**src/rtl/dsi_lane_dac_seq.sv**
```systemverilog
// Per-lane DAC code sequencer: shared 32-entry code/valid table, registered target
// stage and an output stage with optional per-lane slew limiting.
module dsi_lane_dac_seq #(
  parameter int unsigned LANES     = 2,
  parameter int unsigned DAC_W     = 8,
  parameter int unsigned SLEW_STEP = 0,
  parameter int unsigned DAC_RST   = 0
) (
  input  logic                     clk,
  input  logic                     rst_n,
  input  logic                     en,
  input  logic [LANES-1:0]         lane_type,
  input  logic [2*LANES-1:0]       lane_state,
  input  logic [2*LANES-1:0]       lane_sym,
  input  logic                     cfg_we,
  input  logic [4:0]               cfg_addr,
  input  logic [DAC_W-1:0]         cfg_wdata,
  input  logic                     cfg_valid,
  output logic [LANES*DAC_W-1:0]   dac_o,
  output logic [LANES-1:0]         busy_o
);

  localparam int unsigned ENTRIES = 32;
  localparam logic [DAC_W-1:0] RST_CODE = DAC_W'(DAC_RST);
  localparam logic [DAC_W:0]   STEP_W   = (DAC_W+1)'(SLEW_STEP);

  // Index layout {type, state[1:0], sym[1:0]}: N line entries 0..15, P line 16..31.
  function automatic logic [7:0] dflt_code(input logic [4:0] idx);
    logic [7:0] c;
    c = 8'h00;
    case (idx[4:2])
      3'b000: case (idx[1:0])
                2'd0: c = 8'h1A;
                2'd1: c = 8'h17;
                2'd2: c = 8'h15;
                default: c = 8'h11;
              endcase
      3'b001: c = 8'h27;
      3'b010: case (idx[1:0])
                2'd1: c = 8'h2E;
                2'd2: c = 8'h24;
                2'd3: c = 8'hFF;
                default: c = 8'h00;
              endcase
      3'b011: c = 8'h25;
      3'b100: case (idx[1:0])
                2'd0: c = 8'h27;
                2'd1: c = 8'h28;
                2'd2: c = 8'h2A;
                default: c = 8'h2D;
              endcase
      3'b110: case (idx[1:0])
                2'd2: c = 8'h1A;
                2'd3: c = 8'hC9;
                default: c = 8'h00;
              endcase
      default: c = 8'h1A;
    endcase
    return c;
  endfunction

  function automatic logic dflt_vld(input logic [4:0] idx);
    return !(idx[3:2] == 2'd2 && idx[1:0] == 2'd0);
  endfunction

  logic [DAC_W-1:0] tbl_code [ENTRIES];
  logic [ENTRIES-1:0] tbl_vld;

  always_ff @(posedge clk or negedge rst_n) begin
    if (!rst_n) begin
      for (int unsigned i = 0; i < ENTRIES; i++) begin
        tbl_code[i] <= DAC_W'(dflt_code(5'(i))) << (DAC_W - 8);
        tbl_vld[i]  <= dflt_vld(5'(i));
      end
    end else if (cfg_we) begin
      tbl_code[cfg_addr] <= cfg_wdata;
      tbl_vld[cfg_addr]  <= cfg_valid;
    end
  end

  logic [DAC_W-1:0] tgt_q [LANES];
  logic [DAC_W-1:0] tgt_d [LANES];
  logic [DAC_W-1:0] dac_q [LANES];
  logic [DAC_W-1:0] dac_d [LANES];
  logic [LANES-1:0] busy_q, busy_d;

  logic [4:0]              idx;
  logic signed [DAC_W:0]   diff;
  logic [DAC_W:0]          mag;

  always_comb begin
    idx    = '0;
    diff   = '0;
    mag    = '0;
    busy_d = '0;
    for (int unsigned l = 0; l < LANES; l++) begin
      idx = {lane_type[l], lane_state[2*l +: 2], lane_sym[2*l +: 2]};
      tgt_d[l] = tgt_q[l];
      if (en && tbl_vld[idx])
        tgt_d[l] = tbl_code[idx];

      // Stage 2 tracks the registered target, so retargeting mid-ramp continues from dac_q.
      diff = $signed({1'b0, tgt_q[l]}) - $signed({1'b0, dac_q[l]});
      mag  = diff[DAC_W] ? $unsigned(-diff) : $unsigned(diff);
      if (SLEW_STEP == 0 || mag <= STEP_W)
        dac_d[l] = tgt_q[l];
      else if (diff[DAC_W])
        dac_d[l] = dac_q[l] - STEP_W[DAC_W-1:0];
      else
        dac_d[l] = dac_q[l] + STEP_W[DAC_W-1:0];

      busy_d[l] = (dac_d[l] != tgt_d[l]);
    end
  end

  always_ff @(posedge clk or negedge rst_n) begin
    if (!rst_n) begin
      for (int unsigned l = 0; l < LANES; l++) begin
        tgt_q[l] <= RST_CODE;
        dac_q[l] <= RST_CODE;
      end
      busy_q <= '0;
    end else begin
      for (int unsigned l = 0; l < LANES; l++) begin
        tgt_q[l] <= tgt_d[l];
        dac_q[l] <= dac_d[l];
      end
      busy_q <= busy_d;
    end
  end

  always_comb begin
    dac_o = '0;
    for (int unsigned l = 0; l < LANES; l++)
      dac_o[l*DAC_W +: DAC_W] = dac_q[l];
    busy_o = busy_q;
  end

endmodule

```
**config.mk**
```make
export PLATFORM = sky130hd
export DESIGN_NAME = dsi_lane_dac_seq
export DESIGN_NICKNAME = d
export VERILOG_FILES = /design/src/rtl/dsi_lane_dac_seq.sv
export SDC_FILE = /design/constraint.sdc
export NUM_CORES = 1
export LEC_CHECK = 0
export CAP_MARGIN = 20
export CORE_MARGIN = 2
export CORE_UTILIZATION = 30
export CTS_CLUSTER_SIZE = 10
export DETAILED_ROUTE_END_ITERATION = 7
export GPL_ROUTABILITY_DRIVEN = 0
export GPL_TIMING_DRIVEN = 0
export PLACE_DENSITY_LB_ADDON = 0.3
export REMOVE_ABC_BUFFERS = 1
export SLEW_MARGIN = 15
export SYNTH_ARGS = -nofsm -noshare
export SYNTH_HDL_FRONTEND = slang
export SYNTH_SLANG_ARGS = --single-unit
```
**constraint.sdc**
```tcl
create_clock -name clk -period 2.5 [get_ports clk]
set_input_delay 0.5 -clock clk [delete_from_list [all_inputs] [get_ports clk]]
set_output_delay 0.5 -clock clk [all_outputs]
set_load 0.02 [all_outputs]
```
==> results of run 1 <==
==> layout by cell type (no fill, tap or decap), types with 11 or more instances in the layout <==
cell type	n
dfstp_2	128
buf_4	20
mux4_2	112
mux2_2	294
nor2_1	19
nand3_1	16
mux2i_1	93
buf_16	11
clkdlybuf4s50_1	28
clkbuf_16	43
clkbuf_1	23
a221oi_1	20
dfrtp_1	194
a22oi_1	25
nand2_1	37
==> area by class of cell <==
type	count	area, sq um	area share
Clock buffer	67	1150	0.0574
Sequential cell	322	8220	0.409
Timing Repair Buffer	85	1120	0.0559
Clock inverter	1	7.51	0.000373
Inverter	10	55.1	0.00274
Tap cell	756	946	0.0470
Antenna cell	1	2.50	0.000124
Multi-Input combinational cell	758	8600	0.428
==> final timing paths <==
kind	start	endpoint	slack, ns	cells past startpoint
worst max register to register	tbl_code[93]	busy_o[0]	0.08	7
min in group clk	dac_d[3]	dac_o[11]	0.39	0
worst min-delay path	rst_n	dac_o[15]	-0.03	1
max in group asynchronous	rst_n	tbl_vld[29]	1.52	2
worst max-delay path	cfg_we	tbl_code[29]	0.03	4
worst min register to register	dac_d[3]	dac_o[11]	0.39	0
==> state kept, by name, summed over array words and instances, names as in the netlist <==
register  flops
busy_o        2
dac_d        16
dac_o        16
tbl_code    256
tbl_vld      32
==> worst max-delay path, cell delays in order <==
cell and delay [ns]:
clkdlybuf4s50_1 0.69, or3b_2 0.58, nor2_2 0.71, mux2_2 0.41
==> through the flow <==
step	hold slack [ns]	cells	cell area [sq um]
after floorplan	0.204	1090	16700
after global placement	0.367	1891	18100
after detailed placement	0.377	1906	18400
after CTS	0.00684	1986	19900
after global routing	0.0329	1999	20100
final	-0.0284	2000	20100
==> where the power goes <==
group          internal [mW]  switching (mW)
clock                   3.11            2.18
combinational           2.19            1.74
sequential              6.67           0.781
==> metal layers <==
| metal | vias up | global-route usage |
|---|---|---|
| li1 | 4607 | - |
| met1 | 5859 | 0.242 |
| met2 | 365 | 0.264 |
| met3 | 80 | 0.0371 |
| met4 | 0 | 0.0613 |
| met5 | - | 0 |
==> synth_stat cells, types with 2 or more instances <==
library cell / count / share of area
clkinv_1: 2 / 0.00044
mux4_2: 112 / 0.15
a21oi_1: 13 / 0.0038
nand2b_1: 6 / 0.0022
nand3_1: 16 / 0.0047
dfstp_2: 128 / 0.20
buf_2: 14 / 0.0041
nor3_1: 4 / 0.0012
o31ai_1: 6 / 0.0026
nor2_1: 29 / 0.0063
nand2_2: 2 / 0.00073
mux2_1: 9 / 0.0059
xnor2_1: 10 / 0.0051
nor2b_1: 8 / 0.0029
o211ai_1: 10 / 0.0044
nand3b_1: 4 / 0.0017
o21ai_0: 3 / 0.00087
nor3b_1: 4 / 0.0017
buf_4: 6 / 0.0026
nand2_1: 38 / 0.0083
buf_12: 2 / 0.0023
buf_6: 12 / 0.0079
a21o_1: 3 / 0.0013
clkbuf_1: 53 / 0.012
dfrtp_1: 194 / 0.28
or3_1: 2 / 0.00073
and3_1: 3 / 0.0011
o21ai_1: 3 / 0.00087
mux2i_1: 93 / 0.054
and2_1: 4 / 0.0015
o21a_1: 6 / 0.0026
a31oi_1: 4 / 0.0015
xor2_1: 4 / 0.0020
inv_1: 7 / 0.0015
a221oi_1: 26 / 0.013
o211a_1: 2 / 0.0012
a32oi_1: 2 / 0.0010
mux2_2: 294 / 0.19
a22oi_1: 25 / 0.011
==> what timing repair did <==
action                     in CTS  in global routing
setup buffers                   6                  9
gates cloned                    6                  2
gates resized for setup        43                 27
hold buffers                    0                  0
setup endpoints to repair      29                 18
pin swaps                       0                  6
==> cells by family (layout without fill, tap and decap cells) <==
kind of cell | Yosys count | count (layout) | synth area share
AO/OA/AOI/OAI | 108 | 108 | 0.0472
XOR/XNOR | 14 | 14 | 0.00712
buffers and inverters | 99 | 163 | 0.0317
flip-flops | 322 | 322 | 0.478
multiplexers | 509 | 509 | 0.400
other | 0 | 1 | 0
AND/OR/NAND/NOR | 127 | 127 | 0.0362
==> run summary, run 1 <==
• violations in the final reports: negative hold slack
• DPL Wire Length: 32.5 mm
• maximum level of the CTS H-tree: 2
• Top Layer Used: met4
• CP Class: input port to flop
• pwr/cell area: 830 mW/mm^2
• proportion of layout cells with a drive suffix above 1: 0.549
• crit path DAT: 2.89 ns
• peak supply drop: 0.000560 V
• smallest hold slack: -0.0284 ns
• clock sink count: 322
• routed wire length per instance: 25.9 um
• Routed Antenna Nets: 0
• final net count: 1244
• number of design-rule violations left by the first detailed-router iteration: 857
• CTS Buffer Depth: 3
• max-slew violation total from the final report: 0
• endpoint type of the worst setup path: flop
• clk root buf: clkbuf_16
• remaining max-slew budget at the tightest pin: 0.273
• syn_area_per_cell: 14.6 sq um
• Core Region: 0.0566 sq mm
• antenna violations before repair: 0
• Max Clock Freq: 405 MHz
• crit start category: input port
• total power consumption of the routed design: 16.7 mW
• Final Cycle Share: 0.988
• mean number of vias per cell: 5.46
• Leak Pwr: 8.20 nW
• number of buffer cells added on primary ports: 45
• IO Count: 46
• die span in x: 244 um
• max-cap violation count: 0
• number of endpoints failing setup at the final stage: 0
• WL met1: 23.1 mm
• vertical extent of the die: 244 um
• Fillers: 5485
• largest net degree at the start of global routing: 105
• result of the run: finished with violations
• post-detailed-routing wire length: 51.9 mm
• final period demand of the worst path: 2.47 ns
• Reg clk slew, reported paths: 0.06 ns
• Worst Clk Skew: 0.0183 ns
• clock tree from TritonCTS: yes
• warnings from Yosys: 0
• Starting Density: 0.304
• post-synthesis instance total: 1179
• part of the Yosys area used for sequential elements: 0.478
• Tot GR Track Use: 0.173
• WP data required: 2.92 ns
• cell area after technology mapping: 0.0172 sq mm
• placement row count: 87
• number of detailed-routing iterations run before antenna repair: 5
• slew at the pin closest to its max-slew limit: 1.09 ns
• clock insertion delay at the later pin of the skew report: 0.54 ns
• number of hold-slack violations in the final timing report: 21
• async set-or-reset flop fraction in the synthesized netlist: 1.00
• count of flip-flops with a built-in enable after synthesis: 0
• number of vias after detailed routing: 10900
• met3 WL post-DR: 3.62 mm
• total gr overflow: 0
• total die area: 0.0593 sq mm
• number of buffers added by the clock tree synthesis step: 39
• area growth from synthesis to layout: 16.8%
• Yosys reg bits: 322
• type of the tightest min-delay check: input port to async pin
• Main synth FF type: dfrtp_1
• setup repair after global routing missed its margin: no
• number of remaining DRC errors: 0
• Core Util, Final: 0.355
• wire length on met2: 23.6 mm
• least setup slack across all paths after layout: 0.0295 ns
• global-route wire length before repair: 75.8 mm
• vias in the first global route: 11200
• sum of negative setup slack: 0 ns
• maximum net fanout on the critical path: 9
• worst slack at placement: -2.24 ns
• number of distinct library cell variants in the gate-level netlist after synthesis: 55
No activity file was read; power rests on OpenSTA's default activity.
==> run 2, diff against run 1 <==
--- a/config.mk
+++ b/config.mk
@@ -8,7 +8,7 @@
 export CAP_MARGIN = 20
 export CORE_MARGIN = 2
 export CORE_UTILIZATION = 30
-export CTS_CLUSTER_SIZE = 10
+export CTS_CLUSTER_SIZE = 16
 export DETAILED_ROUTE_END_ITERATION = 7
 export GPL_ROUTABILITY_DRIVEN = 0
 export GPL_TIMING_DRIVEN = 0
==> run 2 against run 1 <==
Against the previous run: the flow now finishes without violations; critical endpoint is now busy_o[0]; final area grew 0.60%; sequential power barely moved; worst setup slack gained 0.0042 ns; critical path depth grew 6; combinational power barely moved; worst hold slack gained 0.41 ns; cell count about the same; wire length down 0.17%; largest cell class unchanged.
==> run summary, run 2 (synthesis gave the netlist of run 1 again) <==
• final period demand of the worst path: 2.47 ns, about the same
• post-detailed-routing wire length: 51.8 mm, was 51.9 mm
• type of the tightest min-delay check: flop to flop, was input port to async pin
• die span in x: 244 um, unchanged
• internal power of the cells: 12.3 mW, was 12.0 mW
• clk root buf: clkbuf_16, unchanged
• switching portion of total power: 0.279, was 0.282
• portion of total power attributed to sequential cells: 0.436, was 0.447
• IO Count: 46, unchanged
• number of remaining DRC errors: 0, unchanged
• number of buffers added by the clock tree synthesis step: 37, was 39
• CTS Buffer Depth: 3, unchanged
• antenna violations before repair: 1, was 0
• routed wire length per instance: 25.9 um, about the same
• clock insertion delay at the later pin of the skew report: 0.55 ns, was 0.54 ns
• max reg flops: 256, unchanged
• number of buffer cells added on primary ports: 45, unchanged
• DPL Wire Length: 32.5 mm, unchanged
• Final Cycle Share: 0.987, was 0.988
• total die area: 0.0593 sq mm, unchanged
• Reg clk slew, reported paths: 0.06 ns, about the same
• slew at the pin closest to its max-slew limit: 1.09 ns, about the same
• Post-Place Cell Area: 0.0184 sq mm, unchanged
• area growth from synthesis to layout: 17.5%, was 16.8%
• number of hold-slack violations in the final timing report: 0, was 21
• clock network fraction of total power: 0.335, was 0.317
• crit path DAT: 2.87 ns, was 2.89 ns
• maximum net fanout on the critical path: 16, was 9
• remaining max-slew budget at the tightest pin: 0.269, was 0.273
• Leak Pwr: 8.28 nW, was 8.20 nW
• part of the total power dissipated in combinational logic: 0.230, was 0.236
• leading cell types in the layout, fill and taps excluded: 294 x mux2_2, 194 x dfrtp_1, 128 x dfstp_2, unchanged
• max-slew violation total from the final report: 0, unchanged
• smallest hold slack: 0.378 ns, was -0.0284 ns
• peak supply drop: 0.000524 V, was 0.000560 V
• endpoint type of the worst setup path: flop, unchanged
• pwr/cell area: 846 mW/mm^2, was 830 mW/mm^2
• result of the run: completed, was finished with violations
• Starting Density: 0.304, unchanged
• vertical extent of the die: 244 um, unchanged
• most common library cell in the layout ignoring fill and taps: mux2_2, unchanged
• busiest layer in global routing: met2, unchanged
• max-cap violation count: 0, unchanged
• Core Util, Final: 0.357, was 0.355
• number of detailed-routing iterations run before antenna repair: 5, unchanged
• register with the most flip-flops: tbl_code, unchanged
• proportion of layout cells with a drive suffix above 1: 0.561, was 0.549
• post-placement cell count: 1906, unchanged
• number of vias after detailed routing: 10800, was 10900
• WP data required: 2.91 ns, was 2.92 ns
• mean number of vias per cell: 5.42, was 5.46
• registers with the highest flip-flop counts: tbl_code (256), tbl_vld (32), unchanged
• Post-Layout Cell Count: 1999, was 2000
• Worst Clk Skew: 0.0311 ns, was 0.0183 ns
• GR Util met2: 0.260, was 0.264
• placement row count: 87, unchanged
• met1 GRT Util: 0.243, was 0.242
• Routed Antenna Nets: 0, unchanged
• number of endpoints failing setup at the final stage: 0, unchanged
• number of design-rule violations left by the first detailed-router iteration: 874, was 857
• clock sink count: 322, unchanged
• final standard cell area without fillers: 0.0202 sq mm, was 0.0201 sq mm
• Max Clock Freq: 405 MHz, about the same
• Core Region: 0.0566 sq mm, unchanged
• final net count: 1241, was 1244
• Tot GR Track Use: 0.172, was 0.173
• CP Class: input port to flop, unchanged
• clock tree from TritonCTS: yes, unchanged
• met3 track demand over resource: 0.0328, was 0.0371
• total gr overflow: 0, unchanged
• global-route wire length before repair: 75.5 mm, was 75.8 mm
• crit start category: input port, unchanged
• maximum level of the CTS H-tree: 2, unchanged
• largest net degree at the start of global routing: 105, unchanged
• vias in the first global route: 11200, about the same
• net switching component of the power: 4.77 mW, was 4.71 mW
## run 2: cell types whose count changed in the layout (fill, tap and decap cells not counted), sizes merged
cell / change
dlygate4sd3: +1
clkbuf: -6
clkinv: +5
clkinvlp: -1
buf: -2
inv: +1
bufinv: +2
bufbuf: -1
## run 2: worst max-delay path: stages
cell and delay, ns:
buf_2 0.45, clkinvlp_4 0.20, buf_4 0.17, buf_4 0.20
a221oi_1 0.46, o211ai_1 0.18, o211ai_1 0.26, xor2_1 0.12
nor3_1 0.16, a41oi_1 0.15
## run 2: layout make-up
| cell class | count | area [sq um] |
|---|---|---|
| Timing Repair Buffer | 84 | 1110 |
| Antenna cell | 1 | 2.50 |
| Multi-Input combinational cell | 758 | 8610 |
| Clock inverter | 8 | 93.8 |
| Clock buffer | 60 | 1190 |
| Tap cell | 756 | 946 |
| Fill cell | 5475 | 36400 |
| Sequential cell | 322 | 8220 |
| Inverter | 10 | 55.1 |
## run 2: final timing paths
kind | from | to | slack, ns | cells past startpoint
worst max-delay path | lane_state[1] | busy_o[0] | 0.03 | 10
worst min-delay path | dac_d[3] | dac_o[11] | 0.38 | 0
worst max register to register | tbl_vld[24] | dac_d[4] | 0.06 | 6
worst min register to register | dac_d[3] | dac_o[11] | 0.38 | 0
max in group asynchronous | rst_n | tbl_vld[31] | 0.93 | 3
min in group asynchronous | rst_n | tbl_code[148] | 0.59 | 2
## run 2: power groups by stage
stage                     Clock (mW)  Sequential [mW]  Combinational, mW
final                           5.72             7.45               3.93
after global routing            6.06             7.62               4.18
after CTS                       5.86             7.44               3.87
after detailed placement           0             7.53               3.78
after global placement             0             7.44               3.79
after floorplan                    0             7.45               2.32
## run 2: per-stage QoR
| step | setup WS, ns | TNS, ns | total power [mW] |
|---|---|---|---|
| after detailed placement | -2.24 | -103.42 | 11.3 |
| final | 0.0337 | 0 | 17.1 |
| after global routing | -0.00414 | -0.00414 | 17.9 |
| after CTS | -0.0553 | -0.0553 | 17.2 |
| after global placement | -13.15 | -3878.98 | 11.2 |
| after floorplan | 0.207 | 0 | 9.77 |
## run 2: metal layers
| layer | part of all wire | up-vias | routed length, um |
|---|---|---|---|
| li1 | - | 4605 | - |
| met1 | 0.45 | 5779 | 23400 |
| met2 | 0.45 | 362 | 23300 |
| met3 | 0.065 | 83 | 3380 |
| met4 | 0.032 | 0 | 1680 |
| met5 | 0 | - | 0 |
## run 2: timing repair
item	in CTS	in global routing
hold buffers	1	0
setup buffers	6	7
gates resized for setup	44	27
endpoints found under the hold margin	6	0
endpoints found under the setup margin	29	14
cloned	5	3
pin swaps	0	4
